===== config.mk =====
export PLATFORM = sky130hd
export DESIGN_NAME = pipeline_hazard_ctrl
export DESIGN_NICKNAME = d
export VERILOG_FILES = /design/src/rtl/pipeline_hazard_ctrl.sv
export SDC_FILE = /design/constraint.sdc
export NUM_CORES = 1
export LEC_CHECK = 0
export CAP_MARGIN = 20
export CORE_MARGIN = 2
export CORE_UTILIZATION = 44
export DETAILED_ROUTE_END_ITERATION = 6
export PLACE_DENSITY = 0.76
export SKIP_LAST_GASP = 1
export SLEW_MARGIN = 20
export SYNTH_ARGS = -nofsm -noshare
export SYNTH_HDL_FRONTEND = slang
export SYNTH_SLANG_ARGS = --single-unit
export TNS_END_PERCENT = 10

===== constraint.sdc =====
create_clock -name clk -period 2.87 [get_ports clk]
set_input_delay 0.861 -clock clk [delete_from_list [all_inputs] [get_ports clk]]
set_output_delay 0.861 -clock clk [all_outputs]
set_load 0.01 [all_outputs]

===== src/rtl/pipeline_hazard_ctrl.sv =====
// Stall/flush sequencer for the 5-stage RV32I pipe: load-use interlock, EX-resolved jump squash,
// MEM bus-wait freeze with timeout trap, and a saturating stall-cycle counter.
module pipeline_hazard_ctrl #(
    parameter int TIMEOUT     = 256,
    parameter int STALL_CNT_W = 32
) (
    input  logic                   clk,
    input  logic                   rst_n,
    input  logic [4:0]             id_rs1,
    input  logic [4:0]             id_rs2,
    input  logic                   id_uses_rs1,
    input  logic                   id_uses_rs2,
    input  logic                   ex_mem_read,
    input  logic [4:0]             ex_rd,
    input  logic                   ex_jump_flag,
    input  logic                   mem_req,
    input  logic                   mem_ack,
    input  logic                   err_clear,
    output logic                   pc_stall,
    output logic                   if2id_stall,
    output logic                   id2ex_stall,
    output logic                   ex2mem_stall,
    output logic                   if2id_flush,
    output logic                   id2ex_flush,
    output logic                   mem2wb_flush,
    output logic                   mem_err,
    output logic [STALL_CNT_W-1:0] stall_cycles
);

    localparam int WAIT_W = $clog2(TIMEOUT + 1);
    localparam logic [WAIT_W-1:0] WAIT_LAST = WAIT_W'(TIMEOUT - 1);

    typedef enum logic [1:0] {
        ST_RUN,
        ST_MEM_WAIT,
        ST_ERROR
    } state_t;

    state_t                 state_reg, state_next;
    logic [WAIT_W-1:0]      wait_cnt_reg, wait_cnt_next;
    logic                   mem_err_reg, mem_err_next;
    logic [STALL_CNT_W-1:0] stall_cycles_reg, stall_cycles_next;

    logic [4:0] id_rs   [2];
    logic [1:0] id_uses;
    logic [1:0] rs_match;
    logic       load_use;
    logic       mem_busy;

    assign id_rs[0]   = id_rs1;
    assign id_rs[1]   = id_rs2;
    assign id_uses[0] = id_uses_rs1;
    assign id_uses[1] = id_uses_rs2;

    // An operand the ID instruction does not read can never cause an interlock.
    generate
        for (genvar gi = 0; gi < 2; gi++) begin : g_operand
            assign rs_match[gi] = id_uses[gi] && (id_rs[gi] == ex_rd);
        end
    endgenerate

    assign load_use = ex_mem_read && (ex_rd != 5'd0) && (|rs_match);

    assign mem_busy = ((state_reg == ST_RUN) && mem_req && !mem_ack) ||
                      (state_reg == ST_MEM_WAIT) || (state_reg == ST_ERROR);

    always_comb begin
        pc_stall     = 1'b0;
        if2id_stall  = 1'b0;
        id2ex_stall  = 1'b0;
        ex2mem_stall = 1'b0;
        if2id_flush  = 1'b0;
        id2ex_flush  = 1'b0;
        mem2wb_flush = 1'b0;
        if (mem_busy) begin
            pc_stall     = 1'b1;
            if2id_stall  = 1'b1;
            id2ex_stall  = 1'b1;
            ex2mem_stall = 1'b1;
            mem2wb_flush = 1'b1;
        end else if (ex_jump_flag) begin
            if2id_flush = 1'b1;
            id2ex_flush = 1'b1;
        end else if (load_use) begin
            pc_stall    = 1'b1;
            if2id_stall = 1'b1;
            id2ex_flush = 1'b1;
        end
    end

    always_comb begin
        state_next    = state_reg;
        wait_cnt_next = wait_cnt_reg;
        mem_err_next  = mem_err_reg;
        case (state_reg)
            ST_RUN: begin
                if (mem_req && !mem_ack) begin
                    state_next    = ST_MEM_WAIT;
                    wait_cnt_next = WAIT_W'(1);
                end
            end
            ST_MEM_WAIT: begin
                if (mem_ack) begin
                    state_next    = ST_RUN;
                    wait_cnt_next = '0;
                end else if (wait_cnt_reg == WAIT_LAST) begin
                    state_next   = ST_ERROR;
                    mem_err_next = 1'b1;
                end else begin
                    wait_cnt_next = wait_cnt_reg + WAIT_W'(1);
                end
            end
            ST_ERROR: begin
                if (err_clear) begin
                    state_next    = ST_RUN;
                    mem_err_next  = 1'b0;
                    wait_cnt_next = '0;
                end
            end
            default: begin
                state_next    = ST_RUN;
                wait_cnt_next = '0;
            end
        endcase
    end

    // Saturate at all-ones rather than wrap so long runs never read as short ones.
    always_comb begin
        stall_cycles_next = stall_cycles_reg;
        if (pc_stall && !(&stall_cycles_reg)) begin
            stall_cycles_next = stall_cycles_reg + STALL_CNT_W'(1);
        end
    end

    always_ff @(posedge clk or negedge rst_n) begin
        if (!rst_n) begin
            state_reg        <= ST_RUN;
            wait_cnt_reg     <= '0;
            mem_err_reg      <= 1'b0;
            stall_cycles_reg <= '0;
        end else begin
            state_reg        <= state_next;
            wait_cnt_reg     <= wait_cnt_next;
            mem_err_reg      <= mem_err_next;
            stall_cycles_reg <= stall_cycles_next;
        end
    end

    assign mem_err      = mem_err_reg;
    assign stall_cycles = stall_cycles_reg;

endmodule

==> run metrics <==
Mapped Cells 248; kind of path behind the tightest hold check in -> async; Post-CTS Hold Buffers 0; core footprint 5470 um^2; fillcell total 468; cell types with the highest counts after synthesis dfrtp_1, xor2_1, nand2_1, nand3_1, nor2_1; overall overflow remaining after global route 0; layout net count 360; result of the run finished, violations left; fraction of layout cells with a size suffix above 1 21.0%; post-synthesis cell type with the largest combined area dfrtp_1; maximum capacitance violations 0; clock tree from TritonCTS done; worst path bufs/invs 3; largest voltage drop on the vdd net 0.225 mV; Static Leakage 1.56 nW; Worst Max-Slew Pin Slew 0.625 ns; dominant register cell in the synthesized netlist dfrtp_1; peak fanout along the critical path 3; final sum of negative setup slack -0.879 ns; Synth area leaders dfrtp_1, xor2_1, xnor2_1; Area Overhead vs Synth 39.5%; vias 2087; Post-Syn Area 2470 um^2; register bit total from synthesis 44; wire length per cell after detailed routing 13.5 um; chip height 78.9 um; HPWL reported at the end of detailed placement 4010 um; number of rows in the core area 27; clock sink count 44; Starting Density 45.2%; later-pin clock latency in the skew report 0.30 ns; total of warnings raised by yosys 0; Seq/Total Area, Yosys 44.6%; iteration count of the initial detailed-routing pass 4; count of final max-slew check failures 0; post-layout minimum cycle time 3.02 ns; endpoint type of the worst setup path primary output; per-cell via count in the routed design 5.14; CTS buffer count 5; violated checks negative setup slack; post-synthesis cell type count 44; Die Outline Area 6230 um^2; fraction of the cycle the final worst path needs 105%; number of DRC violations after detailed-routing iteration 0 96; worst-case setup margin in the final layout -0.146 ns; sum of internal, switching and leakage power 1.55 mW; net count of the mapped netlist 275; Worst EP required 2.01 ns; Final Setup Violations 7; delay of the slowest cell on the worst path 0.33 ns; largest net degree at the start of global routing 26; element type at the critical path start input port; dominant cell by count in the synthesized netlist dfrtp_1; Max transition margin 58.2%; Multi-input gate area 1370 um^2; register area 1100 um^2; vias in the first global route 1936; worst clock skew 0.0108 ns; fraction of registers with async set/reset 100%; arrival time reported for the critical path endpoint 2.15 ns; crit path cell chain buf_6 > nor2b_4 > or3_4 > buf_4 > and2_1 > nor2b_1 > clkdlybuf4s15_1; Critical-path top delay cell or3_4; buffer levels on the longest clock path 2; mean post-synth cell area 9.96 um^2; input/output buffers 63; root buffer selected by CTS clkbuf_8; top-level I/O count 64; final count of hold timing violations 0; global-route wire length before repair 9070 um; H-Tree Level Count 2; Setup Crit Path Kind in -> out; Pwr Density 449 nW/um^2; antenna cell count 0; WL final 5490 um; number of synthesized flops with an enable pin 0; clock transition at the registers of the reported paths 0.08 ns; DRC viols 0; all-layer global routing usage 18.1%; die outline width 78.9 um; flip-flop count of the largest register, all copies and words added 32; maximum operating frequency 0.332 GHz; number of antenna violations at the first check in global routing 0; count of antenna-violating nets left after detailed routing 0; RSZ-0062 raised after global routing yes; area share of the largest cell type after synthesis 44.6%; kind of cell adding the most delay to the critical path simple AND/OR/NAND/NOR gates; Final GP Congestion 0.805
==> worst register-to-register path: stages (launching register included) <==
cell and delay, ns:
dfrtp_1 0.38, buf_4 0.17, nand2_1 0.14, a2bb2oi_2 0.09
buf_4 0.14, buf_4 0.12, buf_4 0.13, or3_1 0.43
buf_4 0.21, nor3_1 0.27, xor2_1 0.19
==> cells in the final DEF, fill, tap and decap left out, types with 2 or more instances in the layout <==
master,count
and2_1,3
clkdlybuf4s15_1,3
inv_1,6
o21a_1,2
nor2b_1,2
o21ai_0,4
nor2_1,18
nand2_1,19
xnor2_1,17
xor2_1,20
nand4_1,10
dlygate4sd2_1,10
nor4_4,3
o31ai_1,2
buf_2,7
ha_1,3
clkbuf_2,2
and4_1,3
buf_4,23
a21oi_1,6
or3_1,2
buf_6,3
clkbuf_8,5
clkdlybuf4s50_1,38
nor3_2,5
xor2_2,5
or2_2,2
nor3_1,14
mux2i_1,2
nand3_1,19
and3_1,8
dfrtp_1,44
nand2b_1,2
==> report_power, final <==
part / internal (mW) / switching (mW)
Sequential: 0.668 / 0.0573
Clock: 0.258 / 0.206
Combinational: 0.196 / 0.161
Total: 1.12 / 0.424
==> cell families after synthesis <==
| group | after synthesis | synth area share [%] |
|---|---|---|
| flops | 44 | 44.6 |
| simple gates | 120 | 28.4 |
| buf+inv | 15 | 3.85 |
| xor+xnor | 42 | 14.9 |
| compound gates | 21 | 5.52 |
| fa+ha+maj | 3 | 1.52 |
| mux | 3 | 1.27 |
==> metal layers <==
metal / global-route usage (%) / part of all wire [%] / up-vias
li1: - / - / 1031
met1: 24.4 / 44 / 1004
met2: 30.6 / 51 / 45
met3: 3.41 / 3.4 / 7
met4: 4.14 / 0.93 / 0
met5: 0 / 0 / -
==> path summary, 6_finish.rpt <==
kind                                 start               end  slack (ns)  depth (start not counted)
max                                mem_req       if2id_flush       -0.15                          7
min                                  rst_n  stall_cycles[13]        0.49                          1
max reg2reg                   state_reg[0]  stall_cycles[29]        0.53                         10
min reg2reg                wait_cnt_reg[8]   wait_cnt_reg[8]        0.49                          2
max in group asynchronous            rst_n   wait_cnt_reg[7]        1.69                          2
min in group clk           wait_cnt_reg[8]   wait_cnt_reg[8]        0.49                          2
==> layout make-up <==
class                      count  area share [%]
clock inverter                 2            1.02
multi-input combinational    189            39.6
sequential                    44            31.9
clock buffer                   6            2.11
timing repair buffer          87            22.1
tap                           72            2.61
inverter                       6           0.653
==> timing repair <==
action	in CTS	in global routing
setup endpoints to repair	21	19
buffers inserted	4	2
pin swaps	12	11
gates resized for setup	64	14
==> metrics by stage <==
stage / setup WS, ns / utilization, % / hold slack [ns] / cells / instance area [um^2]
2_1_floorplan: -0.123 / - / 0.449 / 248 / 2470
3_3_place_gp: -0.840 / 59.4 / 0.461 / 392 / 3250
3_5_place_dp: -0.860 / 59.4 / 0.475 / 392 / 3250
4_1_cts: -0.159 / 62.2 / 0.493 / 404 / 3400
5_1_grt: -0.194 / 63.0 / 0.509 / 406 / 3450
6_report: -0.146 / 63.0 / 0.490 / 406 / 3450
Note: power is estimated with default switching activity, not from simulation.
